File: src/rtl/mem_copy_engine.sv
// Block copy / constant fill engine that masters the data memory port while the CPU stalls.
// Copy alternates READ and WRITE around the memory's one-cycle synchronous read.
module mem_copy_engine #(
  parameter int unsigned ADDR_LIMIT = 4096,
  parameter int unsigned LEN_W      = 11
) (
  input  logic             clk,
  input  logic             reset,
  input  logic             start,
  input  logic             fill_mode,
  input  logic [31:0]      src_addr,
  input  logic [31:0]      dst_addr,
  input  logic [LEN_W-1:0] len,
  input  logic [31:0]      fill_value,
  output logic             busy,
  output logic             done,
  output logic             error,
  output logic             mem_write,
  output logic [31:0]      address,
  output logic [31:0]      write_data,
  input  logic [31:0]      read_data
);

  localparam int unsigned CW = 33;

  typedef enum logic [1:0] {IDLE, READ, WRITE, DONE} state_t;

  state_t           r_state;
  state_t           w_next;
  logic [31:0]      r_src_ptr;
  logic [31:0]      r_dst_ptr;
  logic [31:0]      r_fill_value;
  logic [LEN_W-1:0] r_remaining;
  logic             r_fill_mode;
  logic             r_error;

  logic [CW-1:0]    w_src_end;
  logic [CW-1:0]    w_dst_end;
  logic             w_misaligned;
  logic             w_bad;
  logic             w_accept;

  // Range checks in 33 bits so a request can never wrap the 32-bit address space.
  assign w_src_end    = CW'(src_addr) + (CW'(len) << 2);
  assign w_dst_end    = CW'(dst_addr) + (CW'(len) << 2);
  assign w_misaligned = (dst_addr[1:0] != 2'b00) || (!fill_mode && (src_addr[1:0] != 2'b00));
  assign w_bad        = w_misaligned
                     || (w_dst_end > CW'(ADDR_LIMIT))
                     || (!fill_mode && (w_src_end > CW'(ADDR_LIMIT)));
  assign w_accept     = (r_state == IDLE) && start;
  assign error        = r_error;

  always_ff @(posedge clk) begin
    if (reset) begin
      r_state      <= IDLE;
      r_src_ptr    <= '0;
      r_dst_ptr    <= '0;
      r_fill_value <= '0;
      r_remaining  <= '0;
      r_fill_mode  <= 1'b0;
      r_error      <= 1'b0;
    end else begin
      r_state <= w_next;
      if (w_accept) begin
        r_src_ptr    <= src_addr;
        r_dst_ptr    <= dst_addr;
        r_remaining  <= len;
        r_fill_mode  <= fill_mode;
        r_fill_value <= fill_value;
        r_error      <= w_bad;
      end else if (r_state == WRITE) begin
        r_src_ptr   <= r_src_ptr + 32'd4;
        r_dst_ptr   <= r_dst_ptr + 32'd4;
        r_remaining <= r_remaining - LEN_W'(1);
      end
    end
  end

  // Next state and memory-port decode; copy data flows straight from read_data.
  always_comb begin
    w_next     = r_state;
    busy       = 1'b0;
    done       = 1'b0;
    mem_write  = 1'b0;
    address    = '0;
    write_data = '0;
    case (r_state)
      IDLE: begin
        if (start) begin
          if (w_bad || (len == '0)) begin
            w_next = DONE;
          end else if (fill_mode) begin
            w_next = WRITE;
          end else begin
            w_next = READ;
          end
        end
      end
      READ: begin
        busy    = 1'b1;
        address = r_src_ptr;
        w_next  = WRITE;
      end
      WRITE: begin
        busy       = 1'b1;
        mem_write  = 1'b1;
        address    = r_dst_ptr;
        write_data = r_fill_mode ? r_fill_value : read_data;
        if (r_remaining == LEN_W'(1)) begin
          w_next = DONE;
        end else if (r_fill_mode) begin
          w_next = WRITE;
        end else begin
          w_next = READ;
        end
      end
      DONE: begin
        done   = 1'b1;
        w_next = IDLE;
      end
      default: w_next = IDLE;
    endcase
  end

endmodule
File: config.mk
export PLATFORM = sky130hd
export DESIGN_NAME = mem_copy_engine
export DESIGN_NICKNAME = d
export VERILOG_FILES = /design/src/rtl/mem_copy_engine.sv
export SDC_FILE = /design/constraint.sdc
export NUM_CORES = 1
export LEC_CHECK = 0
export ABC_AREA = 1
export CAP_MARGIN = 20
export CORE_ASPECT_RATIO = 0.6
export CORE_MARGIN = 4
export CORE_UTILIZATION = 50
export CTS_BUF_LIST = sky130_fd_sc_hd__clkbuf_16
export DETAILED_ROUTE_END_ITERATION = 16
export PLACE_DENSITY_LB_ADDON = 0.15
export SLEW_MARGIN = 25
export SYNTH_ARGS = -nofsm -noshare
export SYNTH_HDL_FRONTEND = slang
export SYNTH_SLANG_ARGS = --single-unit
File: constraint.sdc
create_clock -name clk -period 7.65 [get_ports clk]
set_clock_uncertainty 0.15 [all_clocks]
set_input_delay 1.1475 -clock clk [delete_from_list [all_inputs] [get_ports clk]]
set_output_delay 1.1475 -clock clk [all_outputs]
set_load 0.02 [all_outputs]
==> run summary, run 1 <==
The flow ran to the end, and the final reports show no timing, DRC or antenna violations. The number of max-capacitance violations reported came out at 0. The post-route worst hold slack is 0.341 ns. The synthesized area per cell is 5.87 sq um. Fill cells in the final layout number 1699. The number of failing hold endpoints at the final stage came out at 0.

The wire length after detailed routing came out at 35.7 mm. The count of unique library cells instantiated by Yosys came out at 41. The register area share after synthesis came out at 24.2%.

By area the synthesized netlist is led by sky130_fd_sc_hd__dfxtp_1, sky130_fd_sc_hd__nand2_1, sky130_fd_sc_hd__nor2_1. The post-CTS repair timing setup buffer count came out at 0. Setup repair after global routing left no endpoint under its margin.

The number of remaining DRC errors is 0. The classification of the worst-slack hold path is flop to flop. The number of warnings printed during yosys synthesis came out at 0. Measured along the x axis, the die boundary spans 183 um. The final setup TNS came out at 0 ns. The fraction of met1 tracks used by global routing came out at 49.5%. The number of antenna violations at the first check in global routing came to 1. The final critical-path required period is 4.54 ns.

The number of nets handed over by synthesis was 1740. The via count of the first global-routing pass came out at 9854. The netlist area before placement is 9170 sq um. The die outline area is 20600 sq um. The first global-routing pass estimated 54.3 mm of wire. The weighted congestion at the end of routability-driven global placement came out at 1.03. STA classifies the critical path endpoint as a primary output. The overall fraction of global-route tracks in use came out at 32.8%.

The CTS H-tree depth is 3. The register clock-pin slew on the reported worst setup and hold paths came out at 0.09 ns. The remaining global-route overflow is 0. For this design, the sink count on the clock tree is 111. The first-iteration detailed-routing DRC count is 1602. The number of input and output port buffers inserted is 210.

The maximum clock frequency came out at 220 MHz. The leakage component of the power came out at 0.00476 uW. The clock latency on the worst-skew pair came out at 0.36 ns. In this run the most used layer during global routing was met1. The root buffer cell chosen for the clock tree is sky130_fd_sc_hd__clkbuf_16.

The count of hold buffers inserted by post-cts repair came out at 0. The areal power density over the cells is 217 nW/um^2. After synthesis, the share of flip-flops with an asynchronous set or reset is 0%. In the synthesized netlist the dominant register cell turns out to be sky130_fd_sc_hd__dfxtp_1. The via density per instance is 5.69. Global routing used 46.4% of the available met2 tracks.

The wire length per cell after detailed routing came out at 18.1 um. The largest buffer count on any clock path is 2. Clock tree synthesis inserted a total of 9 buffers. The cell count after synthesis is 1564. The number of primary I/O pins is 211. After legalization and detailed placement, the total HPWL measured 27.7 mm.

The total setup violations reported at the end of the flow came out at 0. The maximum fanout count along the critical path is 34. At the worst endpoint, the required time is 6.35 ns.

The first-pass iteration count of the detailed router is 8. For this run, the post-layout net count is 1906. The transition time of the tightest slew-check pin is 0.979 ns. The total core area came out at 18000 sq um.

The cell row count came out at 38. The count of cells resized by post-cts repair came out at 0. The maximum VDD drop is 0.140 mV.

The number of storage elements in the synthesis netlist came out at 111. The startpoint class of the critical path is a flop. The arrival time of the worst setup path came out at 3.24 ns.

The synthesized design contains 0 enable-type register cells. The period utilization is 59.3%. The post-route antenna net violation count is 0.

The critical path in this run is classified as flop to primary output. The number of slew-limit violations in the final report came to 0. The area growth from synthesis to layout is 27.6%. The relative slew slack is 34.4%.

The post-route netlist has 4.03% of its cells at a drive strength greater than 1. The number of antenna diodes in the final layout is 0. From bottom edge to top edge, the die measures 113 um. Entering global routing, the biggest net connects 79 pins. The met3 usage is 9.60%. The area share of the largest cell type after synthesis came out at 24.2%. The TritonCTS clock tree is done. The initial utilization of the core area, before any placement, comes to 50.9%. Summed over all instances, the cell type with the most area after synthesis is sky130_fd_sc_hd__dfxtp_1. The routed layout has 11200 vias.
[registers in the layout, summed over array words and instances, names as in the netlist]
signal and count:
r_src_ptr 32, r_fill_value 32, r_state 2, r_remaining 11, r_fill_mode 1, error 1
r_dst_ptr 32
[metrics by stage]
stage	instances	instance area (sq um)	power, uW	setup WS, ns	util [%]
5_1_grt	1975	11700	2680	2.96	64.9
3_5_place_dp	1959	11400	2030	2.95	63.3
3_3_place_gp	1959	11400	2010	2.96	63.3
4_1_cts	1975	11700	2510	2.60	64.9
6_report	1975	11700	2540	3.11	64.9
2_1_floorplan	1564	9170	1570	4.33	-
[per-layer routing]
metal | part of all wire [%] | wire (um)
met4 | 2.0 | 722
met2 | 39 | 14100
met1 | 45 | 15900
met5 | 0.020 | 7
met3 | 14 | 5020
[worst paths after layout]
kind / from / endpoint / slack, ns / cells after the start
max reg2reg: r_state[0] / r_dst_ptr[13] / 3.64 / 10
min: r_fill_value[17] / r_fill_value[17] / 0.34 / 2
min reg2reg: r_fill_value[17] / r_fill_value[17] / 0.34 / 2
max: r_fill_mode / write_data[1] / 3.11 / 4
[layout by cell type, fill, tap and decap left out, drive strengths merged, types with 21 or more instances in the layout]
cell type        n
xnor2           21
nand2          471
nand4           21
a31oi           45
clkdlybuf4s50  210
a21oi           79
o21ai          111
nor2           271
nor3            24
xor2            41
inv            130
dfxtp          111
nand3          102
ha              31
[synthesized netlist by cell type (all sizes together) (5+ instances only)]
cell / n
o211ai: 5
o21ai: 111
xnor2: 21
nand4: 21
a21oi: 79
xor2: 41
nor2: 271
ha: 31
or2: 5
dfxtp: 111
a31oi: 45
nand3b: 10
nand3: 102
inv: 127
nand2: 471
clkbuf: 55
nor3: 24
buf: 7
nor4: 7
[cells by family after synthesis]
| logic type | count (synthesis) | synth area share, % |
|---|---|---|
| simple gates | 915 | 42.4 |
| compound gates | 252 | 14.9 |
| buf+inv | 191 | 7.86 |
| flops | 111 | 24.2 |
| xor+xnor | 62 | 5.92 |
| fa+ha+maj | 33 | 4.66 |
[cell type report]
class	count	area [sq um]	share of cell area (%)
inverter	129	484	4.14
timing repair buffer	217	2150	18.4
clock buffer	9	225	1.92
sequential	111	2220	19.0
tap	240	300	2.57
multi-input combinational	1262	6240	53.3
clock inverter	7	72.6	0.620
[where the power goes]
part	internal, uW	switching, uW
clock network	232	253
logic	436	766
registers	702	149
[worst max-delay path, cell delays in order, from the launching register on]
cell and delay (ns):
sky130_fd_sc_hd__dfxtp_2 0.70, sky130_fd_sc_hd__clkinv_1 0.95, sky130_fd_sc_hd__nor2_1 0.54, sky130_fd_sc_hd__nor2_1 0.13, sky130_fd_sc_hd__clkdlybuf4s50_1 0.55
(Power assumes the default switching activity.)
==> inputs of run 2 (changes only) <==
- clock period: 7.65 -> 4.37 ns (I/O delays scaled with it)
==> run 2 against run 1 <==
  * Power up 75%
  * Critical path depth up 2
  * Worst hold slack worse by 0.0020 ns
  * Utilization up 0.22 points
  * Non-clock buffer count up 9
  * Count of clock-buffer cells in the layout unchanged
  * First-iteration DRC count down 6.0%
  * Sequential power up 73%
  * Die area unchanged
  * Register-to-register slack worse by 2.0 ns
  * Routed wire length up 0.51%
  * Largest cell class unchanged
  * Largest power group unchanged
==> run summary, run 2 (synthesis gave the netlist of run 1 again) <==
The part of the power in registers came to 33.1% (-0.4 points). The die outline area is 20600 sq um (unchanged). The fraction of layout instances using a drive strength above 1 came out at 4.30% (+0.27 points). The biggest cell delay along the critical path is 0.80 ns (-0.15 ns). The number of failing hold endpoints at the final stage is 0 (unchanged).

The area growth from synthesis to layout is 28.0%. The maximum VDD drop is 0.236 mV (+69%). The arrival time of the worst setup path came out at 2.85 ns (-0.39 ns). The number of remaining DRC errors is 0 (unchanged).

The cell type of the slowest stage on the worst timing path is sky130_fd_sc_hd__ha_1. The cell family contributing the most delay on the critical path is buffers and inverters. The number of instances on the worst hold path came out at 2 (unchanged).

The total setup violations reported at the end of the flow came out at 0 (unchanged). The number of antenna violations at the first check in global routing came out at 0 (-1). The placed wire-length estimate is 28.1 mm (+1.3%).

The number of input and output port buffers inserted came to 210 (unchanged). The number of slew-limit violations in the final report came out at 0 (unchanged). In this run the critical register-to-register path is launched from r_src_ptr[2]. The worst setup path is launched from a flop. The run finished with clean final reports. The remaining global-route overflow is 0 (unchanged). The clock latency on the worst-skew pair came out at 0.36 ns (about the same). The effective utilization at floorplan came out at 50.9% (unchanged). Leaving out fill and tap cells, the most frequent cell in the layout is sky130_fd_sc_hd__nand2_1. The library cells used most frequently in the layout, excluding fill and tap cells, are sky130_fd_sc_hd__nand2_1, sky130_fd_sc_hd__nor2_1, sky130_fd_sc_hd__clkdlybuf4s50_1, sky130_fd_sc_hd__inv_1.

The classification of the worst-slack hold path is flop to flop. The wire length per cell after detailed routing is 18.1 um (about the same). The worst register-to-register path ends at r_src_ptr[30]. The first-iteration detailed-routing DRC count is 1506 (-6.0%). The post-CTS repair timing setup buffer count is 0 (unchanged).

The number of nets in the finished design came out at 1915 (+0.47%). The cell row count is 38 (unchanged). The transition time of the tightest slew-check pin is 0.969 ns (-0.00940 ns).

The count of vias placed by the detailed router came to 11200 (-0.044%). The leakage component of the power was 0.00480 uW (+0.86%). The combinational share of power is 48.8% (+1.4 points). The buffering stage count on the worst path with inverters included came out at 3 (+1). The areal power density over the cells is 377 nW/um^2 (+74%). The wire length after detailed routing is 35.9 mm (+0.51%). The period utilization is 83.7%. The count of hold buffers inserted by post-cts repair is 0 (unchanged). The number of buffers added by the clock tree synthesis step came to 9 (unchanged). The total power is 4430 uW (+75%). The count of cells resized by post-cts repair came to 0 (unchanged). The die span in x came to 183 um (unchanged). The weighted congestion at the end of routability-driven global placement came out at 1.06 (+3.1%). The CTS H-tree depth is 3 (unchanged). The number of sinks driven by the clock tree is 111 (unchanged). The post-route antenna net violation count came out at 0 (unchanged). The largest buffer count on any clock path came out at 2 (unchanged). Based on the critical path, the design can be clocked at up to 273 MHz. The power spent charging and discharging nets is 2030 uW (+74%). The required time of the critical path was 3.56 ns (-2.79 ns).

The relative slew slack came to 35.4% (+1.0 points). The worst hold path begins at r_fill_value[29]. The first-pass iteration count of the detailed router is 6 (-2). The total core area came to 18000 sq um (unchanged). The flop-to-flop setup slack came to 1.67 ns (-1.97 ns). The via density per instance is 5.66 (-0.50%). Clock tree synthesis selected as its root buffer the cell sky130_fd_sc_hd__clkbuf_16. The number of primary I/O pins is 211 (unchanged). The critical path in this run is classified as flop to primary output. The TritonCTS clock tree is done. The number of max-capacitance violations reported is 0 (unchanged).

The first-pass GRT wire length is 54.9 mm (+1.2%). The register clock-pin slew on the reported worst setup and hold paths came out at 0.07 ns (-0.02 ns). The switching part of the total power came out at 45.7% (-0.32 points).

The signal on the critical path passes through inv_1 -> ha_1 -> buf_4 -> nand2_1 -> a21oi_1 -> clkdlybuf4s50_1. The vertical extent of the die is 113 um (unchanged). The worst hold path terminates at r_fill_value[29]. The kind of end point of the critical path is a primary output. The maximum fanout count along the critical path is 23 (-32%).

The final setup TNS came out at 0 ns (unchanged). In the final layout, the registers with the most flip-flops are r_dst_ptr (32), r_fill_value (32), r_src_ptr (32). The share of total power in the clock network is 18.1% (-1.0 points). The via count of the first global-routing pass is 10100 (+3.0%). The internal power came out at 2410 uW (+76%). The overall fraction of global-route tracks in use is 33.4% (+0.55 points). The maximum number of pins on one net before global-route repair is 79 (unchanged). The number of diodes added for antenna fixing is 0 (unchanged). The final critical-path required period came out at 3.66 ns. The count of cells along the worst register-to-register path came to 15 (+5). Setup repair after global routing left no endpoint under its margin.
-- run 2: cell count changes in the layout (fill, tap and decap cells not counted) --
cell	before	now
sky130_fd_sc_hd__inv_1	125	127
sky130_fd_sc_hd__dfxtp_1	110	111
sky130_fd_sc_hd__ha_1	29	30
sky130_fd_sc_hd__clkinv_8	2	0
sky130_fd_sc_hd__dfxtp_2	1	0
sky130_fd_sc_hd__clkinv_4	0	2
sky130_fd_sc_hd__inv_6	4	2
sky130_fd_sc_hd__buf_4	7	16
sky130_fd_sc_hd__ha_2	2	1
-- run 2: how the worst max path moves through the flow --
stage                           start          end  depth (start not counted)
after global placement         len[0]        error                         19
after floorplan           dst_addr[2]        error                         17
after CTS                  r_state[1]  address[23]                          6
after detailed placement       len[0]        error                         19
after global routing           len[0]        error                         19
final                      r_state[1]  address[23]                          6
-- run 2: metal layers --
layer	GRT usage, %	vias up	part of all wire (%)
li1	-	5432	-
met2	47.7	643	40
met3	11.0	63	13
met4	8.13	0	2.2
met5	0	-	0
met1	48.6	5099	45
-- run 2: layout make-up --
class	instances	area, sq um
Fill cell	1718	6280
Multi-Input combinational cell	1262	6240
Sequential cell	111	2220
Timing Repair Buffer	226	2220
Inverter	129	484
Tap cell	240	300
Clock buffer	9	225
Clock inverter	7	47.5
-- run 2: power groups by stage --
| stage | Sequential [uW] | Clock (uW) | Combinational, uW |
|---|---|---|---|
| 3_5_place_dp | 1470 | 0 | 2120 |
| 5_1_grt | 1490 | 846 | 2380 |
| 2_1_floorplan | 1410 | 0 | 1340 |
| 3_3_place_gp | 1470 | 0 | 2090 |
| 4_1_cts | 1450 | 809 | 2130 |
| 6_report | 1470 | 804 | 2160 |
-- run 2: stage by stage --
stage	util [%]	setup slack, ns	cells	cell area, sq um	hold WS [ns]
finish	65.2	0.710	1984	11700	0.339
global route	65.2	0.450	1984	11700	0.352
CTS	65.2	0.738	1984	11700	0.340
detailed placement	63.7	0.463	1968	11500	0.322
global placement	63.7	0.425	1968	11500	0.315
floorplan	-	1.55	1564	9170	0.305
-- run 2: worst reg2reg max path, cell delays in order (launching register included) --
cell	delay [ns]
sky130_fd_sc_hd__dfxtp_1	0.43
sky130_fd_sc_hd__ha_1	0.24
sky130_fd_sc_hd__nand3_2	0.12
sky130_fd_sc_hd__nor2_2	0.16
sky130_fd_sc_hd__nand2_1	0.08
sky130_fd_sc_hd__nor2_2	0.18
sky130_fd_sc_hd__nand2_1	0.13
sky130_fd_sc_hd__nor3_2	0.22
sky130_fd_sc_hd__nand3_2	0.15
sky130_fd_sc_hd__nor2_2	0.15
sky130_fd_sc_hd__nand4_1	0.13
sky130_fd_sc_hd__xor2_1	0.17
sky130_fd_sc_hd__nand2_1	0.06
sky130_fd_sc_hd__o221ai_1	0.10
sky130_fd_sc_hd__nand2_1	0.09
sky130_fd_sc_hd__inv_1	0.04
==> inputs of run 3 (changes only) <==
- clock period: 4.37 -> 3.5 ns (I/O delays scaled with it)
==> run 3 against run 2 <==
  * Routed wire length decreased by 0.77%
  * Combinational power grew 29%
  * Power up 27%
==> run summary, run 3 (synthesis gave the netlist of run 1 again) <==
The number of remaining DRC errors is 0 (unchanged). TritonCTS built the clock tree. For this run, the top clock speed supported by timing is 294 MHz. The number of primary I/O pins came to 211 (unchanged).

The transition time of the tightest slew-check pin came out at 0.863 ns (-0.106 ns). The final design utilization is 68.4% (+3.2 points). The area of placed instances is 12000 sq um (+5.0%). The total setup violations reported at the end of the flow was 0 (unchanged). The first-pass iteration count of the detailed router is 6 (unchanged). The number of failing hold endpoints at the final stage is 0 (unchanged). The via count of the first global-routing pass is 10200 (+0.18%). The number of max-capacitance violations reported is 0 (unchanged). The register clock-pin slew on the reported worst setup and hold paths came to 0.08 ns (about the same). The areal power density over the cells is 456 nW/um^2 (+21%). The first-pass GRT wire length is 56.1 mm (+2.1%).

The CTS H-tree depth came to 3 (unchanged). The largest buffer count on any clock path came to 2 (unchanged). The number of diodes added for antenna fixing came out at 0 (unchanged). The number of nets in the finished design is 1990 (+3.9%). The number of slew-limit violations in the final report came out at 0 (unchanged).

The effective utilization at floorplan is 50.9% (unchanged). The run finished with clean final reports. The count of cells resized by post-cts repair came out at 0 (unchanged). The die span in x is 183 um (unchanged). The required time of the critical path is 2.82 ns (-0.74 ns).

Setup repair after global routing could not meet its margin everywhere. The filler cell count in the final layout came out at 1676 (-2.4%). The via density per instance is 5.59 (-1.3%).

The count of vias placed by the detailed router came out at 11500 (+2.5%). The tree is rooted in a sky130_fd_sc_hd__clkbuf_16. The kind of end point of the critical path is a primary output. The period utilization is 97.3%. The number of sinks driven by the clock tree is 111 (unchanged).

The number of input and output port buffers inserted is 210 (unchanged). The maximum fanout count along the critical path came to 26 (+13%). The worst hold path belongs to the class flop to flop. The maximum number of pins on one net before global-route repair came to 79 (unchanged).

The leakage component of the power is 0.00517 uW (+7.6%). The weighted congestion at the end of routability-driven global placement was 0.977 (-7.7%). The remaining global-route overflow came to 0 (unchanged). The total power is 5620 uW (+27%). The clock latency on the worst-skew pair is 0.36 ns (about the same). From synthesis to final layout, the design area changed by 34.4%. The placed wire-length estimate is 28.3 mm (+0.80%). The die outline area came out at 20600 sq um (unchanged). The number of buffers added by the clock tree synthesis step is 9 (unchanged). The wire length after detailed routing came out at 35.6 mm (-0.77%). The overall fraction of global-route tracks in use came to 33.9% (+0.51 points). Leaving out fill and tap cells, the most frequent cells in the layout are sky130_fd_sc_hd__nand2_1, sky130_fd_sc_hd__nor2_1, sky130_fd_sc_hd__clkdlybuf4s50_1, sky130_fd_sc_hd__inv_1.

The arrival time of the worst setup path is 2.73 ns (-0.12 ns). The fraction of layout instances using a drive strength above 1 came out at 8.25% (+3.9 points). The total core area is 18000 sq um (unchanged). The number of antenna violations at the first check in global routing is 2 (+2). The leading cell type in the layout, fill and taps excluded is sky130_fd_sc_hd__nand2_1. The design area is 12300 sq um (+5.0%). The wire length per cell after detailed routing is 17.3 um (-4.4%). The startpoint class of the critical path is a flop. The first-iteration detailed-routing DRC count is 1645 (+9.2%). The relative slew slack came out at 42.0% (+6.6 points).

The vertical extent of the die came out at 113 um (unchanged). The cell row count is 38 (unchanged). The maximum VDD drop is 0.358 mV (+51%). The critical path is of the flop to primary output type.

The final critical-path required period is 3.41 ns. The post-route antenna net violation count is 0 (unchanged). The largest registers in the layout are r_dst_ptr (32), r_fill_value (32), r_src_ptr (32).
run 3: cell types whose count changed in the layout (fill, tap and decap cells not counted):
cell / delta
sky130_fd_sc_hd__clkinv_8: +1
sky130_fd_sc_hd__inv_1: -1
sky130_fd_sc_hd__buf_4: +74
sky130_fd_sc_hd__clkinv_4: -1
sky130_fd_sc_hd__buf_12: +1
sky130_fd_sc_hd__clkinv_1: +1
run 3: cell type report:
cell class | count | area, sq um | share of cell area [%]
Clock buffer | 9 | 225 | 1.83
Timing Repair Buffer | 301 | 2800 | 22.7
Clock inverter | 7 | 55.1 | 0.447
Inverter | 129 | 484 | 3.93
Multi-Input combinational cell | 1262 | 6240 | 50.6
Sequential cell | 111 | 2220 | 18.0
Tap cell | 240 | 300 | 2.44
run 3: final timing paths:
check / start / end / slack (ns) / depth (start not counted)
setup reg to reg: r_state[0] / r_src_ptr[2] / 0.43 / 9
hold reg to reg: r_fill_value[1] / r_fill_value[1] / 0.34 / 2
setup / recovery: r_state[0] / address[23] / 0.09 / 6
hold / removal: r_fill_value[1] / r_fill_value[1] / 0.34 / 2
run 3: metrics by stage:
step | setup TNS, ns | setup WS, ns | cells | hold WS, ns
6_report | 0 | 0.0947 | 2059 | 0.338
5_1_grt | -0.507 | -0.0826 | 2059 | 0.357
4_1_cts | 0 | 0.113 | 2059 | 0.341
3_5_place_dp | -0.134 | -0.0514 | 2043 | 0.322
3_3_place_gp | -0.0719 | -0.0385 | 2043 | 0.315
2_1_floorplan | 0 | 0.806 | 1564 | 0.305
run 3: timing repair:
item                                    4_1_cts  5_1_grt
hold endpoints to repair                      0        0
hold buffers                                  0        0
endpoints found under the setup margin        0        8
buffers inserted                              0        0
run 3: report_power, final:
group | internal, uW | total [uW] | switching, uW | leakage, uW
sequential | 1530 | 1830 | 298 | 0.000913
clock | 491 | 1010 | 518 | 0.000138
combinational | 1060 | 2780 | 1720 | 0.00412
total | 3080 | 5620 | 2530 | 0.00517
run 3: worst max-delay path: stages, from the launching register on:
cell and delay [ns]:
sky130_fd_sc_hd__dfxtp_1 0.40, sky130_fd_sc_hd__inv_1 0.10, sky130_fd_sc_hd__ha_1 0.31, sky130_fd_sc_hd__inv_1 0.64
sky130_fd_sc_hd__buf_4 0.28, sky130_fd_sc_hd__a21oi_1 0.07, sky130_fd_sc_hd__clkdlybuf4s50_1 0.55
run 3: per-layer routing:
metal  vias to the layer above  GRT usage (%)  part of all wire [%]
met3                        60           8.26                    12
met5                         -              0                 0.036
li1                       5584              -                     -
met1                      5278           51.7                    46
met4                         2           5.75                   1.8
met2                       591           48.9                    40
